File: config.mk
export PLATFORM = sky130hd
export DESIGN_NAME = pbit_array
export DESIGN_NICKNAME = d
export VERILOG_FILES = /design/src/rtl/pbit_array.sv
export SDC_FILE = /design/constraint.sdc
export NUM_CORES = 1
export LEC_CHECK = 0
export BUFFER_PORTS_ARGS = -buffer_cell sky130_fd_sc_hd__buf_2
export CORE_MARGIN = 3
export CORE_UTILIZATION = 25
export CTS_CLUSTER_SIZE = 24
export DETAILED_ROUTE_END_ITERATION = 6
export SETUP_SLACK_MARGIN = 0.4
export SLEW_MARGIN = 25
export SYNTH_ARGS = -nofsm -noshare
export SYNTH_HDL_FRONTEND = slang
export SYNTH_SLANG_ARGS = --single-unit
File: constraint.sdc
create_clock -name CLK -period 9.25 [get_ports CLK]
set_input_delay 1.3875 -clock CLK [delete_from_list [all_inputs] [get_ports CLK]]
set_output_delay 1.3875 -clock CLK [all_outputs]
set_load 0.02 [all_outputs]
File: src/rtl/pbit_array.sv
// -----------------------------------------------------------------------------
// pbit_array
//
// An array of N_PBITS probabilistic bits. Channel i samples a signed
// fixed-point input z_i and becomes 1 with probability
// (1 + hardtanh(z_i)) / 2. It does this by comparing the clamped input
// against a uniform random value taken from a private Galois LFSR.
//
// The block supports two update schedules:
//   - parallel (mode=0): every channel updates on each strobe.
//   - sequential (mode=1, Gibbs): one channel per strobe, in round-robin.
// Completed sweeps are flagged with a one-cycle pulse and counted by a
// saturating counter.
//
// Ports
//   CLK        in   rising-edge clock
//   RST        in   synchronous active-high reset; has priority over en
//   en         in   update strobe; one update event per cycle it is high
//   mode       in   0 = parallel, 1 = sequential
//   z          in   N_PBITS packed two's-complement words of W bits;
//                   channel i occupies bits [(i+1)*W-1 : i*W]
//   pbit_val   out  registered p-bit states, bit i = channel i
//   upd_idx    out  channel touched by the latest strobe (0 in parallel)
//   sweep_done out  one-cycle pulse after a sweep-completing update
//   sweep_cnt  out  number of completed sweeps, saturating
//
// RNG_WIDTH must be at least FLOAT_SIZE+1. INT_SIZE must be at least 2 so
// that +1.0 is representable.
// -----------------------------------------------------------------------------
module pbit_array #(
  parameter int          N_PBITS    = 4,
  parameter int          INT_SIZE   = 8,
  parameter int          FLOAT_SIZE = 24,
  parameter int          RNG_WIDTH  = 32,
  parameter logic [31:0] SEED       = 32'hACE1_2468,
  parameter int          CNT_WIDTH  = 16,
  localparam int         W          = INT_SIZE + FLOAT_SIZE,
  localparam int         IDX_W      = (N_PBITS > 1) ? $clog2(N_PBITS) : 1
) (
  input  logic                   CLK,
  input  logic                   RST,
  input  logic                   en,
  input  logic                   mode,
  input  logic [N_PBITS*W-1:0]   z,
  output logic [N_PBITS-1:0]     pbit_val,
  output logic [IDX_W-1:0]       upd_idx,
  output logic                   sweep_done,
  output logic [CNT_WIDTH-1:0]   sweep_cnt
);

  // Galois feedback mask for x^32+x^22+x^2+x+1. The state shifts right and
  // the mask is folded in whenever a 1 drops out of bit 0.
  localparam logic [RNG_WIDTH-1:0] LFSR_TAPS = RNG_WIDTH'(32'h8020_0003);

  // +1.0 and -1.0 in the W-bit Q(INT_SIZE).(FLOAT_SIZE) format of z.
  localparam logic signed [W-1:0] POS_ONE = W'(1) << FLOAT_SIZE;
  localparam logic signed [W-1:0] NEG_ONE = -POS_ONE;

  // ---------------------------------------------------------------------------
  // Helper functions
  // ---------------------------------------------------------------------------

  // Per-channel seed. Channels are decorrelated by the golden-ratio
  // constant. The all-zero state is a lock-up state for the LFSR, so it is
  // replaced by 1.
  function automatic logic [RNG_WIDTH-1:0] lfsr_seed(input int unsigned idx);
    logic [31:0]          mix;
    logic [RNG_WIDTH-1:0] s;
    mix = SEED ^ (32'(idx) * 32'h9E37_79B9);
    s   = RNG_WIDTH'(mix);
    if (s == '0) begin
      s = {{(RNG_WIDTH-1){1'b0}}, 1'b1};
    end
    return s;
  endfunction

  function automatic logic [RNG_WIDTH-1:0] lfsr_step(input logic [RNG_WIDTH-1:0] s);
    return (s >> 1) ^ (s[0] ? LFSR_TAPS : '0);
  endfunction

  // hardtanh: saturate z to the closed interval [-1.0, +1.0].
  function automatic logic signed [W-1:0] clamp_unit(input logic signed [W-1:0] v);
    if (v > POS_ONE) begin
      return POS_ONE;
    end else if (v < NEG_ONE) begin
      return NEG_ONE;
    end
    return v;
  endfunction

  // The low FLOAT_SIZE+1 LFSR bits are read as a signed fraction in the
  // range [-1, 1-2^-FLOAT_SIZE], then sign-extended to the width of z.
  function automatic logic signed [W-1:0] rng_to_fixed(input logic [RNG_WIDTH-1:0] s);
    logic [FLOAT_SIZE:0] frac;
    frac = s[FLOAT_SIZE:0];
    return {{(W-FLOAT_SIZE-1){frac[FLOAT_SIZE]}}, frac};
  endfunction

  function automatic logic [CNT_WIDTH-1:0] sat_inc(input logic [CNT_WIDTH-1:0] c);
    return (&c) ? c : c + CNT_WIDTH'(1);
  endfunction

  // ---------------------------------------------------------------------------
  // State
  // ---------------------------------------------------------------------------
  logic [RNG_WIDTH-1:0] r_lfsr [N_PBITS];
  logic [N_PBITS-1:0]   r_pbit;
  logic [IDX_W-1:0]     r_idx;
  logic                 r_done;
  logic [CNT_WIDTH-1:0] r_cnt;
  logic [IDX_W-1:0]     r_ptr;
  logic                 r_mode_prev;

  logic                 w_mode_chg;
  logic [IDX_W-1:0]     w_ptr;
  logic                 w_seq;
  logic                 w_last;
  logic [N_PBITS-1:0]   w_upd;
  logic [N_PBITS-1:0]   w_dec;

  // ---------------------------------------------------------------------------
  // Stage 0: decision logic from the current z and the current LFSR states
  // ---------------------------------------------------------------------------
  always_comb begin
    w_upd      = '0;
    w_dec      = '0;
    // A mode change abandons a partial sweep. The update on this same edge
    // already starts at channel 0.
    w_mode_chg = (mode != r_mode_prev);
    w_ptr      = w_mode_chg ? '0 : r_ptr;
    // With a single channel, a sequential sweep is the same as a parallel
    // update.
    w_seq      = mode && (N_PBITS > 1);
    w_last     = (w_ptr == IDX_W'(N_PBITS - 1));
    for (int i = 0; i < N_PBITS; i++) begin
      w_upd[i] = en && (!w_seq || (w_ptr == IDX_W'(i)));
      // Strict signed compare: a clamped +1.0 always exceeds r, and a
      // clamped -1.0 never does.
      w_dec[i] = clamp_unit(z[i*W +: W]) > rng_to_fixed(r_lfsr[i]);
    end
  end

  // ---------------------------------------------------------------------------
  // Stage 1: registered p-bit states, LFSRs and sweep bookkeeping
  // ---------------------------------------------------------------------------
  always_ff @(posedge CLK) begin
    if (RST) begin
      r_pbit      <= '0;
      r_idx       <= '0;
      r_done      <= 1'b0;
      r_cnt       <= '0;
      r_ptr       <= '0;
      r_mode_prev <= mode;
      for (int i = 0; i < N_PBITS; i++) begin
        r_lfsr[i] <= lfsr_seed(i);
      end
    end else begin
      r_mode_prev <= mode;
      r_done      <= 1'b0;
      if (w_mode_chg) begin
        r_ptr <= '0;
      end
      if (en) begin
        // Only channels that actually update consume a random number.
        for (int i = 0; i < N_PBITS; i++) begin
          if (w_upd[i]) begin
            r_pbit[i] <= w_dec[i];
            r_lfsr[i] <= lfsr_step(r_lfsr[i]);
          end
        end
        if (!w_seq) begin
          r_idx  <= '0;
          r_ptr  <= '0;
          r_done <= 1'b1;
          r_cnt  <= sat_inc(r_cnt);
        end else begin
          r_idx <= w_ptr;
          r_ptr <= w_last ? '0 : w_ptr + IDX_W'(1);
          if (w_last) begin
            r_done <= 1'b1;
            r_cnt  <= sat_inc(r_cnt);
          end
        end
      end
    end
  end

  assign pbit_val   = r_pbit;
  assign upd_idx    = r_idx;
  assign sweep_done = r_done;
  assign sweep_cnt  = r_cnt;

endmodule

### After elaboration in Yosys (flattened, before gate mapping)

Memories as Yosys holds them, arrays and structs flattened.
Index checks and enable logic that the tools add are counted.

| operators by class | value |
|---|---|
| add/subtract/negate cells | 2 |
| multiply operators | 0 |
| divide/modulo/power cells | 0 |
| $lt $le $gt $ge | 12 |
| equal/unequal tests | 5 |
| shift operators | 0 |
| multiplexer cells | 56 |
| bitwise gates (word level) | 9 |
| reductions and logical operators | 17 |

Operators with widths:

| operator | count |
|---|---|
| 2-to-1 mux 32 bit | 20 |
| > comparator 32 x 25 -> 1 bit | 4 |
| > comparator 32 x 26 -> 1 bit, second input constant | 4 |
| less-than comparator 32 x 25 -> 1 bit, second input constant | 4 |
| bitwise XOR 31 x 32 -> 32 bit | 4 |
| 2-to-1 mux 16 bit | 3 |
| 2-to-1 mux 1 bit | 28 |
| adder 16 x 1 -> 16 bit, second input constant | 1 |
| AND reduction 16 bit | 1 |
| 2-to-1 mux 2 bit | 5 |
| AND reduction 2 bit | 5 |
| equality test 2 bit, second input constant | 2 |
| logical AND 1 bit | 4 |
| logical OR 1 bit | 4 |
| OR 1 bit | 4 |
| adder 2 x 1 -> 2 bit, second input constant | 1 |
| equality test 2 x 1 -> 1 bit, second input constant | 1 |
| logical NOT 2 bit | 1 |
| != test 2 x 1 -> 1 bit, second input constant | 1 |
| OR reduction 2 bit | 1 |
| logical NOT 1 bit | 1 |
| != test 1 bit | 1 |
| NOT 1 bit | 1 |

| storage, ports and cells | value |
|---|---|
| register bits after elaboration | 26 |
| bits in latches | 0 |
| RAM bits | 128 |
| bits in read-only memories | 0 |
| bits of input ports | 132 |
| word-level logic and storage cells | 111 |
| memories | 1 |

Memories:

| name | depth | width | rd ports | clocked after Yosys merged registers in | write ports | line | RTL |
|---|---|---|---|---|---|---|---|
| r_lfsr | 4 | 32 | 4 | 0 | 4 | 106 | `logic [RNG_WIDTH-1:0] r_lfsr [N_PBITS];` |

### Depth between registers and ports, before layout

Gate-level depths: netlist of the first run.

| logic depth | value |
|---|---|
| word-level depth | 10 |
| mapped depth | 14 |
| depth with buffers taken out | 13 |

### Least setup slack after synthesis of the first run

No wires, ideal clock.

| path | value |
|---|---|
| path kind | in2reg |
| start point | input z[29] |
| end point | register r_pbit[0] (netlist: pbit_val[0]) |
| data arrival time | 4,057 ps |
| required time | 9,094 ps |
| setup slack | 5,037 ps |
| cell stages on the path | 13 |
| buffers on the path | 1 |
| cells stage by stage | or4_1 nor3_1 a21oi_1 clkbuf_1 nor2b_1 ha_1 a21oi_1 nand2_1 a221o_1 or3_1 a21oi_1 xnor2_1 o22ai_1 |

| between the ends | value |
|---|---|
| word-level cells in the longest chain between the ends | 5 |
| elaborated cells on any way between the ends | 7 |
| those cells by class | order compare (3); mux (4) |

RTL lines:

| what | line | RTL |
|---|---|---|
| from (decl) | 44 | `input logic [N_PBITS*W-1:0] z,` |
| less-than comparator 32 x 25 -> 1 bit | 85 | `end else if (v < NEG_ONE) begin` |
| 2-to-1 mux 1 bit | 85 |  |
| 2-to-1 mux 1 bit | 83 | `if (v > POS_ONE) begin` |
| 2-to-1 mux 32 bit (*) | 88 | `return v;` |
| > comparator 32 x 25 -> 1 bit (*) | 139 | `w_dec[i] = clamp_unit(z[i*W +: W]) > rng_to_fixed(r_lfsr[i]);` |
| to (signal, indexed assignment) | 167 | `r_pbit[i] <= w_dec[i];` |
| to (decl) | 107 | `logic [N_PBITS-1:0] r_pbit;` |

Every way passes the cells marked *; elsewhere a longest branch is shown, timed or not.
A chain may end at the register's enable or synchronous reset.

### Worst setup path after layout of the first run

| path | value |
|---|---|
| start point | input z[57] |
| end point | register r_pbit[1] (netlist: pbit_val[1]) |

Same word-level chain as after synthesis.

==> results.py, run 1 <==
metrics = {
    "flow_run": {
        "maxCapViolCount": 0,
    },
    "cts": {
        "cts_max_path_buffers": 2,
        "cts_tree": "yes",
        "cts_sinks": 154,
        "clkLatencyLatePin_ps": 420,
        "post-cts-setup-buffers": 0,
        "clk_pin_slew_ps": 60,
        "root_buffer": "clkbuf_16",
        "cts-htree-levels": 4,
        "cts_buffers": 17,
        "ctsHoldBuffers": 0,
        "cts_resized": 0,
    },
    "timing": {
        "tightest_slew_ps": 818,
        "maxSlewHeadroom": 0.450,
        "slew_violations": 0,
        "timing.final.crit_share": 0.492,
        "max_freq_mhz": 220,
        "fin_worst_skew_ps": 9.43,
        "period_needed_ps": 4550,
        "rsz0062_at_grt": "no",
        "whs_ps": 478,
        "setup_viol": 0,
        "setup-tns-final_ps": 0,
        "hold_violations": 0,
    },
    "yosys": {
        "yosysWarnings": 0,
        "synthTopCellsByCount": "ha_1, edfxtp_1, inv_1",
        "synth_area_leaders": "edfxtp_1, ha_1, nor2b_1, dfxtp_1, inv_1",
        "syn_area_mm2": 0.0101,
        "ys_ff_latch": 154,
        "synth_top_area_cell": "edfxtp_1",
        "syn_nets": 1320,
        "yosysSeqAreaShare": 0.434,
        "synth_ff_type": "edfxtp_1",
        "synth_top_area_share": 0.382,
        "synthCells": 1055,
        "yosysMostFrequentCell": "ha_1",
        "async_flop_share": 0,
        "avgSynthCellArea_um2": 9.53,
        "ys_types": 45,
        "synth_edf_count": 128,
    },
    "route": {
        "drt.antenna.violating_nets": 0,
        "drtIter0Drc": 346,
        "drc": 0,
        "firstDrtPassIters": 4,
        "wl_per_cell_um": 13.8,
        "via_per_inst": 4.54,
        "wl_mm": 23.7,
        "vias": 7796,
    },
    "hold_path": {
        "hold_class": "flip-flop to flip-flop",
    },
    "setup_path": {
        "cpMostUsedCell": "o22ai_1",
        "critPathLaunchType": "input port",
        "critPathKind": "input port to flip-flop",
        "cpPeakStageDelay_ps": 620,
        "crit_path_top_delay_cell": "nor4b_1",
        "cp_data_arrival_time_ps": 4840,
        "critPathCaptureType": "flip-flop",
        "path_max_fanout": 25,
        "worstPathRequired_ps": 9550,
        "r2r_slack_ps": 6910,
        "worstPathCellList": "buf_2, nor4b_1, nand4_1, o22ai_1, a31oi_4, nor2b_1, ha_1, a21oi_1, o21ai_0, a221o_1, a211o_1, a211oi_1, xnor2_1, o22ai_1",
    },
    "global_routing": {
        "antenna_found_initial": 3,
        "overflow": 0,
        "grt_pass1_wl_mm": 38.5,
        "first_global_vias": 7682,
        "grt_max_degree": 46,
        "globalRouteTotalUtil": 0.112,
    },
    "pwr": {
        "p_sw_frac": 0.240,
        "clkPwrFrac": 0.428,
        "p_int_w": 0.00132,
        "p_leak_nw": 5.16,
        "comb_power_share": 0.111,
        "switching_power_w": 0.000417,
        "irDropWorstVdd_mv": 0.101,
        "seq_power_share": 0.460,
        "power_density_mw_per_mm2": 145,
        "p_total_w": 0.00173,
    },
    "place": {
        "place_congestion": 0.813,
        "port_buffers": 154,
        "dpl.hpwl_mm": 18.2,
    },
    "finish": {
        "fin_nets": 1449,
        "n_fill_cell": 4090,
        "syn2layout_area_growth_pct": 19.2,
        "drive_above_1_share": 0.173,
        "fin_util": 0.306,
    },
    "floorplanning": {
        "die_x_um": 207,
        "start_util": 0.256,
        "ios": 155,
        "core_mm2": 0.0392,
        "row_count": 72,
        "die_y_um": 207,
        "dieArea_mm2": 0.0426,
    },
    "status": {
        "status": "completed",
    },
}
[flip-flops by register name, indices dropped and copies added, names as in the netlist]
name	count
r_lfsr	128
sweep_done	1
pbit_val	4
upd_idx	2
r_ptr	2
sweep_cnt	16
r_mode_prev	1
[cells by family after synthesis]
| kind of cell | after synthesis | synth area share |
|---|---|---|
| xor gates and xnor gates | 29 | 0.0253 |
| and+or+nand+nor | 457 | 0.241 |
| AOI/OAI and AO/OA | 120 | 0.0727 |
| DFF | 154 | 0.434 |
| muxes | 1 | 0.000996 |
| adders and majority gates | 133 | 0.166 |
| buffers and inverters | 161 | 0.0607 |
[routing by layer]
| metal | global-route usage | wire length [um] |
|---|---|---|
| met2 | 0.181 | 10900 |
| met4 | 0.0373 | 474 |
| met3 | 0.0265 | 1010 |
| met5 | 0 | 13 |
| met1 | 0.148 | 11300 |
[stage by stage]
step           instance area (um^2)  setup WS (ps)  cells
3_3_place_gp                  11300           4270   1683
6_report                      12000           4700   1716
4_1_cts                       12000           4630   1715
2_1_floorplan                 10100           5040   1055
5_1_grt                       12000           4610   1716
3_5_place_dp                  11300           4180   1683
[worst max-delay path: cells and delay by family]
| kind | cells | cell delay, ps |
|---|---|---|
| buffers and inverters | 1 | 130 |
| adders and majority gates | 1 | 270 |
| AOI/OAI and AO/OA | 8 | 1770 |
| xor gates and xnor gates | 1 | 150 |
| and+or+nand+nor | 3 | 1110 |
[cell usage in the layout (no fill, tap or decap), types with 28 or more instances in the layout]
master	Yosys	routed
buf_2	2	154
ha_1	133	133
edfxtp_1	128	128
inv_1	107	107
nand2_1	99	99
nor2b_1	96	96
nor2_1	77	76
a21oi_1	60	60
nand4_1	37	37
nand3_1	28	28
[power groups by stage]
stage / logic (W) / clock network, W / registers (W)
after global routing: 0.000221 / 0.000792 / 0.000802
final: 0.000193 / 0.000743 / 0.000798
after CTS: 0.000196 / 0.000764 / 0.000799
after global placement: 0.000188 / 0 / 0.000813
after detailed placement: 0.000194 / 0 / 0.000814
after floorplan: 0.000119 / 0 / 0.000814
[worst paths after layout]
path,start,end,cells past startpoint
max,z[57],pbit_val[1],14
min,pbit_val[3],pbit_val[3],2
max reg2reg,r_lfsr[3][15],pbit_val[3],9
min reg2reg,pbit_val[3],pbit_val[3],2
[final cells by class]
class | instances | area [um^2] | share of cell area
diodes | 1 | 2.50 | 0.000209
clock buffers | 17 | 425 | 0.0355
clock inverters | 15 | 200 | 0.0167
inverters | 107 | 402 | 0.0335
multi-input cells | 740 | 5090 | 0.425
flip-flops and latches | 154 | 4360 | 0.364
well taps | 518 | 648 | 0.0541
repair buffers | 164 | 846 | 0.0706
No activity file was read; power rests on OpenSTA's default activity.
==> run 2, diff against run 1 <==
ABC_AREA = 1   (was default)
clock period = 4.1 ns   (was 9.25 ns; I/O delays follow)
==> run 2 against run 1 <==
Clock power increased by 110%. Worst hold slack worse by 160 ps. Sequential cell count did not move. Routed wire length is 3.3% higher. Via count is 12% higher. Register-to-register slack got worse by 5100 ps. First-iteration DRC count grew 13%. Clock skew down 2.1 ps. Power is 130% higher. Global-route usage decreased by 0.32 points. Sequential power grew 130%. Highest routed layer unchanged.
==> results.py, run 2 <==
metrics = {
    "status": {
        "status": "completed",
    },
    "setup_path": {
        "r2r_start": "r_mode_prev",
        "cpPeakStageDelay_ps": 530,
        "reg2reg_to": "r_lfsr[0][27]",
        "r2r_cells": 8,
        "worstPathCellList": "buf_2, nor4_1, nand4_1, o21ai_2, nand2_2, nor2_2, ha_1, a21oi_1, o21ai_0, a21oi_1, nand2_1, nand2_1, nand2_1, nand2_1, nand2_1, nand2_1, nand2_1",
        "crit_start": "z[76]",
        "crit_path_top_delay_cell": "nor4_1",
        "r2r_slack_ps": 1800,
        "cpMostUsedCell": "nand2_1",
        "critPathKind": "input port to flip-flop",
        "cp_data_arrival_time_ps": 3460,
        "worstPathRequired_ps": 4450,
        "critPathCapture": "pbit_val[2]",
        "path_max_fanout": 23,
        "critPathLaunchType": "input port",
        "critPathCaptureType": "flip-flop",
    },
    "pwr": {
        "switching_power_w": 0.00106,
        "comb_power_share": 0.143,
        "irDropWorstVdd_mv": 0.288,
        "power_density_mw_per_mm2": 313,
        "clkPwrFrac": 0.399,
        "p_leak_nw": 6.31,
        "p_int_w": 0.00288,
        "p_sw_frac": 0.268,
        "seq_power_share": 0.458,
    },
    "yosys": {
        "yosysMostFrequentCell": "inv_1",
        "ys_types": 39,
        "synth_top_area_cell": "edfxtp_1",
        "synthCells": 1353,
        "yosysSeqAreaShare": 0.408,
        "synthTopCellsByCount": "inv_1, nand2_1, nor2_1",
        "syn_nets": 1618,
        "synth_edf_count": 128,
        "yosysWarnings": 0,
        "synth_ff_type": "edfxtp_1",
        "ys_ff_latch": 154,
        "synth_top_area_share": 0.359,
        "synth_area_leaders": "edfxtp_1, ha_1, inv_1, nand2_1, nor2_1",
        "syn_area_mm2": 0.0107,
        "async_flop_share": 0,
        "avgSynthCellArea_um2": 7.91,
    },
    "finish": {
        "antenna_cells": 0,
        "finalNonFillerCells": 2038,
        "syn2layout_area_growth_pct": 17.3,
        "fin_nets": 1751,
        "mostFrequentLayoutCells": "inv_1, nand2_1, nor2_1, buf_2, ha_1",
        "largest_reg_flops": 128,
        "regMostFlops": "r_lfsr",
        "n_fill_cell": 4497,
        "final_common_cell": "inv_1",
        "drive_above_1_share": 0.163,
    },
    "route": {
        "wl_mm": 24.5,
        "firstDrtPassIters": 4,
        "via_per_inst": 4.29,
        "drt.antenna.violating_nets": 0,
        "drc": 0,
        "drtIter0Drc": 392,
        "wl_per_cell_um": 12.0,
        "vias": 8742,
    },
    "timing": {
        "timing.final.crit_share": 0.759,
        "max_freq_mhz": 321,
        "whs_ps": 321,
        "setup_viol": 0,
        "fin_worst_skew_ps": 7.29,
        "rsz0062_at_grt": "no",
        "maxSlewHeadroom": 0.499,
        "hold_violations": 0,
        "tightest_slew_ps": 750,
        "period_needed_ps": 3110,
        "slew_violations": 0,
        "setup-tns-final_ps": 0,
    },
    "floorplanning": {
        "die_y_um": 213,
        "dieArea_mm2": 0.0453,
        "row_count": 75,
        "core_mm2": 0.0421,
        "die_x_um": 213,
        "start_util": 0.254,
        "ios": 155,
    },
    "global_routing": {
        "grt_max_degree": 33,
        "met2_usage": 0.181,
        "antenna_found_initial": 1,
        "globalRouteTotalUtil": 0.109,
        "grt_pass1_wl_mm": 39.4,
        "overflow": 0,
        "use_met3": 0.0251,
        "first_global_vias": 8305,
        "met1_usage": 0.140,
        "busiest_layer": "met2",
    },
    "place": {
        "place_inst": 2006,
        "dpl.hpwl_mm": 19.1,
        "port_buffers": 154,
        "place_congestion": 0.840,
    },
    "cts": {
        "ctsHoldBuffers": 0,
        "clkLatencyLatePin_ps": 450,
        "cts_buffers": 17,
        "root_buffer": "clkbuf_16",
        "cts_tree": "yes",
        "post-cts-setup-buffers": 0,
        "cts_resized": 0,
        "cts_sinks": 154,
        "clk_pin_slew_ps": 70,
        "cts-htree-levels": 4,
        "cts_max_path_buffers": 2,
    },
    "flow_run": {
        "maxCapViolCount": 0,
    },
    "hold_path": {
        "hold_class": "input port to flip-flop",
    },
}
run 2: cell count changes after synthesis, moves of 10 or more:
cell | before | now
a21oi_1 | 60 | 87
and3_1 | 16 | 0
clkbuf_1 | 51 | 32
inv_1 | 107 | 266
nand2_1 | 99 | 262
nand2b_1 | 21 | 0
nand3_1 | 28 | 48
nor2_1 | 77 | 193
nor2_2 | 0 | 20
nor2b_1 | 96 | 0
nor4_1 | 27 | 16
or2_2 | 2 | 12
xnor2_1 | 21 | 6
run 2: worst min path at each step:
stage                             start            end  slack (ps)  depth (start not counted)
final                              mode    r_mode_prev         320                          1
after global routing               mode    r_mode_prev         290                          1
after CTS                          mode    r_mode_prev         280                          1
after detailed placement     upd_idx[1]     upd_idx[1]         470                          2
after global placement       upd_idx[1]     upd_idx[1]         460                          2
after floorplan           r_lfsr[3][26]  r_lfsr[3][25]         480                          1
run 2: power by group through the flow:
stage	logic [W]	registers [W]	clock network, W
finish	0.000562	0.00180	0.00157
global route	0.000658	0.00181	0.00170
CTS	0.000574	0.00180	0.00164
detailed placement	0.000571	0.00184	0
global placement	0.000551	0.00183	0
floorplan	0.000383	0.00183	0
run 2: through the flow:
stage / total power [W] / instance area, um^2 / util / setup WS (ps)
6_report: 0.00393 / 12600 / 0.298 / 987
5_1_grt: 0.00417 / 12600 / 0.298 / 799
4_1_cts: 0.00401 / 12600 / 0.298 / 1040
3_5_place_dp: 0.00241 / 12000 / 0.284 / 551
3_3_place_gp: 0.00238 / 12000 / 0.284 / 618
2_1_floorplan: 0.00222 / 10700 / - / 1390
run 2: layout make-up:
class / instances / area (um^2) / share of cell area
multi-input cells: 876 / 5060 / 0.403
flip-flops and latches: 154 / 4360 / 0.348
inverters: 271 / 1020 / 0.0810
repair buffers: 166 / 861 / 0.0686
well taps: 539 / 674 / 0.0537
clock buffers: 18 / 429 / 0.0342
clock inverters: 14 / 149 / 0.0119
run 2: logic make-up after synthesis:
family / share of synthesized area
adder cells (fa/ha/maj): 0.155
AND/OR/NAND/NOR: 0.243
AO/OA/AOI/OAI: 0.0646
buffers and inverters: 0.120
XOR/XNOR: 0.00982
flip-flops: 0.408
run 2: critical path: cells and delay by family:
family	cells	cell delay, ps
AO/OA/AOI/OAI	4	650
buffers and inverters	1	110
AND/OR/NAND/NOR	11	1800
adder cells (fa/ha/maj)	1	260
run 2: per-layer routing:
layer | routed length (um) | part of all wire
met5 | 13 | 0.00053
met4 | 392 | 0.016
met3 | 812 | 0.033
met2 | 11600 | 0.48
met1 | 11600 | 0.48
